==> config.mk <==
export PLATFORM = sky130hd
export DESIGN_NAME = mem_rd_arbiter
export DESIGN_NICKNAME = d
export VERILOG_FILES = /design/src/rtl/mem_rd_arbiter.sv
export SDC_FILE = /design/constraint.sdc
export NUM_CORES = 1
export LEC_CHECK = 0
export ABC_CLOCK_PERIOD_IN_PS = 1350
export CORE_ASPECT_RATIO = 0.8
export CORE_UTILIZATION = 29
export CTS_CLUSTER_DIAMETER = 150
export DETAILED_ROUTE_END_ITERATION = 10
export PLACE_DENSITY = 0.76
export SLEW_MARGIN = 20
export SYNTH_ARGS = -nofsm -noshare
export SYNTH_HDL_FRONTEND = slang
export SYNTH_SLANG_ARGS = --single-unit
export TNS_END_PERCENT = 100
==> constraint.sdc <==
create_clock -name clk -period 1.35 [get_ports clk]
set_input_delay 0.2025 -clock clk [delete_from_list [all_inputs] [get_ports clk]]
set_output_delay 0.2025 -clock clk [all_outputs]
set_load 0.005 [all_outputs]
==> src/rtl/mem_rd_arbiter.sv <==
// Round-robin arbiter sharing one memory read port between fetch (F) and load (D).
// Optional request timeout with error pulses is enabled by defining MEM_ARB_TIMEOUT_EN.
module mem_rd_arbiter #(
    parameter int ADDR_W  = 32,
    parameter int DATA_W  = 32,
    parameter int TIMEOUT = 64
) (
    input  logic              clk,
    input  logic              reset,
    input  logic              f_rd_enable,
    input  logic [ADDR_W-1:0] f_rd_addr,
    output logic              f_rd_ready,
    output logic [DATA_W-1:0] f_rd_data,
    input  logic              f_flush,
    input  logic              d_rd_enable,
    input  logic [ADDR_W-1:0] d_rd_addr,
    output logic              d_rd_ready,
    output logic [DATA_W-1:0] d_rd_data,
    output logic              mem_rd_enable,
    output logic [ADDR_W-1:0] mem_rd_addr,
    input  logic              mem_rd_ready,
    input  logic [DATA_W-1:0] mem_rd_data,
    output logic              busy,
    output logic              owner
`ifdef MEM_ARB_TIMEOUT_EN
    ,
    output logic              f_rd_err,
    output logic              d_rd_err
`endif
);

    typedef enum logic [1:0] {IDLE, GNT_F, GNT_D} state_e;

    state_e            state_q, state_d;
    logic              en_q, en_d;
    logic [ADDR_W-1:0] addr_q, addr_d;
    logic              owner_q, owner_d;
    logic              last_q, last_d;   // 0 = fetch granted last, 1 = data granted last
    logic              drop_q, drop_d;
    logic              f_req;

    if (TIMEOUT < 2) begin : g_bad_timeout
        $error("mem_rd_arbiter: TIMEOUT must be at least 2");
    end

    // A flushed fetch in the same cycle is never a candidate for the grant.
    assign f_req = f_rd_enable && !f_flush;

`ifdef MEM_ARB_TIMEOUT_EN
    localparam int CNT_W = $clog2(TIMEOUT);
    logic [CNT_W-1:0] cnt_q, cnt_d;
    logic             timeout_hit;

    assign cnt_d       = (state_q == IDLE) ? '0 : cnt_q + 1'b1;
    assign timeout_hit = (state_q != IDLE) && !mem_rd_ready
                         && (cnt_q == CNT_W'(TIMEOUT - 1));

    always_ff @(posedge clk) begin
        if (reset) begin
            cnt_q <= '0;
        end else begin
            cnt_q <= cnt_d;
        end
    end
`endif

    always_comb begin
        state_d    = state_q;
        en_d       = en_q;
        addr_d     = addr_q;
        owner_d    = owner_q;
        last_d     = last_q;
        drop_d     = drop_q;
        f_rd_ready = 1'b0;
        d_rd_ready = 1'b0;
`ifdef MEM_ARB_TIMEOUT_EN
        f_rd_err   = 1'b0;
        d_rd_err   = 1'b0;
`endif
        case (state_q)
            IDLE: begin
                drop_d = 1'b0;
                if (d_rd_enable && (!f_req || !last_q)) begin
                    state_d = GNT_D;
                    en_d    = 1'b1;
                    addr_d  = d_rd_addr;
                    owner_d = 1'b1;
                    last_d  = 1'b1;
                end else if (f_req) begin
                    state_d = GNT_F;
                    en_d    = 1'b1;
                    addr_d  = f_rd_addr;
                    owner_d = 1'b0;
                    last_d  = 1'b0;
                end
            end
            GNT_F: begin
                // The bus transaction always runs to completion; a flush only hides the response.
                if (mem_rd_ready) begin
                    f_rd_ready = !drop_q && !f_flush;
                    state_d    = IDLE;
                    en_d       = 1'b0;
                    drop_d     = 1'b0;
                end
`ifdef MEM_ARB_TIMEOUT_EN
                else if (timeout_hit) begin
                    f_rd_err = !drop_q && !f_flush;
                    state_d  = IDLE;
                    en_d     = 1'b0;
                    drop_d   = 1'b0;
                end
`endif
                else if (f_flush) begin
                    drop_d = 1'b1;
                end
            end
            GNT_D: begin
                if (mem_rd_ready) begin
                    d_rd_ready = 1'b1;
                    state_d    = IDLE;
                    en_d       = 1'b0;
                end
`ifdef MEM_ARB_TIMEOUT_EN
                else if (timeout_hit) begin
                    d_rd_err = 1'b1;
                    state_d  = IDLE;
                    en_d     = 1'b0;
                end
`endif
            end
            default: begin
                state_d = IDLE;
                en_d    = 1'b0;
            end
        endcase
    end

    always_ff @(posedge clk) begin
        if (reset) begin
            state_q <= IDLE;
            en_q    <= 1'b0;
            addr_q  <= '0;
            owner_q <= 1'b0;
            last_q  <= 1'b0;
            drop_q  <= 1'b0;
        end else begin
            state_q <= state_d;
            en_q    <= en_d;
            addr_q  <= addr_d;
            owner_q <= owner_d;
            last_q  <= last_d;
            drop_q  <= drop_d;
        end
    end

    assign mem_rd_enable = en_q;
    assign mem_rd_addr   = addr_q;
    assign owner         = owner_q;
    assign busy          = (state_q != IDLE);
    assign f_rd_data     = mem_rd_data;
    assign d_rd_data     = mem_rd_data;

endmodule

==> results.toml <==
[final_layout]
fill_cells = 698
antenna_cells = 0
nets = 442
final_common_cell = "clkdlybuf4s50_1"
areaGrowthSynthToFinish_pct = 59.96
drive_gt1_share_pct = 32.64
mostFrequentLayoutCells = "clkdlybuf4s50_1 (71), nand2_1 (56), nor2_1 (31)"

[clocking]
numCtsBuffers = 5
clkTransAtPathRegs_ns = 0.08
cts-root-buf = "clkbuf_8"
clkLatencyLatePin_ns = 0.28
cts_sinks = 37
cts_tree = "built"
clock_path_buffers = 2
htree_levels = 2

[yosys]
synth_top_area_share_pct = 32.03
syn_area_sq_um = 2312
synth_seq_cells = 37
syn_inst = 277
yosysWarnings = 0
synth_cell_types = 27
synthTopCellsByArea = "dfxtp_1 (32%), buf_4 (21%), nand2_1 (9.3%)"
synthesis.nets = 382
yosysTopAreaCell = "dfxtp_1"
syn_area_per_cell_sq_um = 8.347
synth.yosys.seq_area_share_pct = 32.03

[global_route]
grt_usage_pct = 14.40
first_global_vias = 1894
gr-total-overflow = 0
grt_max_degree = 28
antenna_found_initial = 0
grt_pass1_wl_mm = 9.218

[route]
wl_mm = 6.891
drt-wirelength-per-cell_um = 15.59
vias_per_cell = 4.701
drc = 0
drtAntennaViolNets = 0
first_pass_iters = 6
dr_total_vias = 2078
drt-initial-drc-count = 48

[status]
violations = "setup timing"
status = "finished, violations left"

[floorplan]
die_h_um = 81.87
start_util_pct = 30.56
core_area_sq_um = 7567
dieArea_sq_um = 8336
boundaryPins = 203
rows = 28
die_width_um = 101.8

[setup_path]
end_kind = "flip-flop"
required_ns = 1.53
reg2reg_slack_ns = -0.04
start_kind = "flip-flop"
worstSetupPathType = "reg2reg"
reg2regPathDepth = 6
critPathMaxFanout = 6
crit_arrival_ns = 1.57

[power]
seq_power_share_pct = 35.6
pwr-share-comb_pct = 39.2
finalPower_uw = 3700
p_clk_share_pct = 25.2
p_leak_uw = 0.001751
powerDensity_nw_per_um2 = 1000
sw_frac_of_total_pct = 28.98
p_int_uw = 2627
p_sw_uw = 1072
ir_worst_vdd_mv = 0.5275

[timing]
fmax_mhz = 721.6
min_period_over_period_pct = 102.7
worstMarginPinSlew_ns = 0.5035
hold_violations = 0
setup_tns_ns = -0.1424
period_needed_ns = 1.386
drv_slew = 0
clock_skew_ns = 0.009086
postLayoutSetupSlackWorst_ns = -0.03590
setup_viol = 12
slew_headroom_pct = 66.44
grt_setup_unrepaired = "true"

[place]
pre_cts_ws_ns = -0.4148
gp_congestion = 0.7242
post-dp-hpwl_mm = 4.062
port_buffers = 106

[worst_hold_path]
worstHoldPathCells = 0
worstHoldPathType = "in2out"

[flow_run]
drv_cap = 0
state kept, by name (all words and copies together), names as in the netlist:
| name | flops |
|---|---|
| mem_rd_addr | 32 |
| drop_q | 1 |
| mem_rd_enable | 1 |
| state_q | 2 |
| last_q | 1 |
power by group through the flow:
stage	Sequential (uW)	Combinational, uW	Clock (uW)
final	1320	1450	932
after global routing	1330	1560	1010
after CTS	1310	1200	968
after detailed placement	1330	1100	0
after global placement	1320	1080	0
after floorplan	1330	629	0
final cells by class:
class / count / area, sq um / share of cell area [%]
clock buffers: 5 / 68.82 / 1.861
clock inverters: 2 / 35.03 / 0.9472
inverters: 5 / 23.77 / 0.6428
repair buffers: 135 / 1539 / 41.61
multi-input cells: 153 / 1139 / 30.78
flip-flops and latches: 37 / 762.0 / 20.60
well taps: 105 / 131.4 / 3.552
synthesized netlist by cell type:
library cell	instances
a21oi_1	1
a221oi_1	1
a311oi_1	20
a311oi_2	12
a32oi_1	3
and2_1	1
and2_4	1
buf_12	3
buf_2	8
buf_4	64
buf_6	2
buf_8	1
clkbuf_1	4
dfxtp_1	37
ha_1	3
inv_1	5
mux2i_1	1
nand2_1	57
nand2_2	10
nand2b_1	2
nand3b_1	1
nor2_1	35
nor2b_2	1
nor3_1	1
o21a_1	1
o21ai_0	1
o31ai_1	1
critical path: stages (launching register included):
cell and delay [ns]:
dfxtp_4 0.37, inv_4 0.05, ha_4 0.16, o21a_4 0.17, buf_12 0.16, buf_16 0.14
a311oi_4 0.23
repair_timing:
action                                  CTS  global route
endpoints found under the setup margin   47            66
cloned                                    1             7
hold endpoints to repair                  0             0
buffers inserted                          2             4
pin swaps                                 1             9
hold buffers                              0             0
resized for setup                        43            61
cells by family (layout without fill, tap and decap cells):
| logic type | count (synthesis) | after routing | share of synthesized area [%] |
|---|---|---|---|
| AOI/OAI and AO/OA | 40 | 40 | 17.97 |
| adders and majority gates | 3 | 3 | 1.624 |
| buffers and inverters | 87 | 147 | 28.19 |
| DFF | 37 | 37 | 32.03 |
| muxes | 1 | 1 | 0.4329 |
| and+or+nand+nor | 109 | 109 | 19.75 |
per-layer routing:
metal / global-route usage (%) / up-vias / wire length (um)
met4: 5.143 / 0 / 87
met1: 16.58 / 980 / 2839
met3: 4.766 / 13 / 521
met2: 25.07 / 96 / 3443
met5: 0 / - / 0
li1: - / 989 / -
per-stage QoR:
stage               hold WS (ns)  cell area, sq um  cells  utilization, %
CTS                       0.3557              3322    431           43.90
detailed placement        0.4051              3080    421           40.71
finish                    0.4050              3699    442           48.88
global route              0.4050              3699    442           48.88
global placement          0.4051              3080    421           40.71
floorplan                 0.3549              2312    277               -
worst paths after layout:
kind	end	startpoint
max	mem_rd_addr[28]	state_q[0]
min	d_rd_data[23]	mem_rd_data[23]
max reg2reg	mem_rd_addr[28]	state_q[0]
min reg2reg	mem_rd_enable	mem_rd_enable
Note: power is estimated with default switching activity, not from simulation.
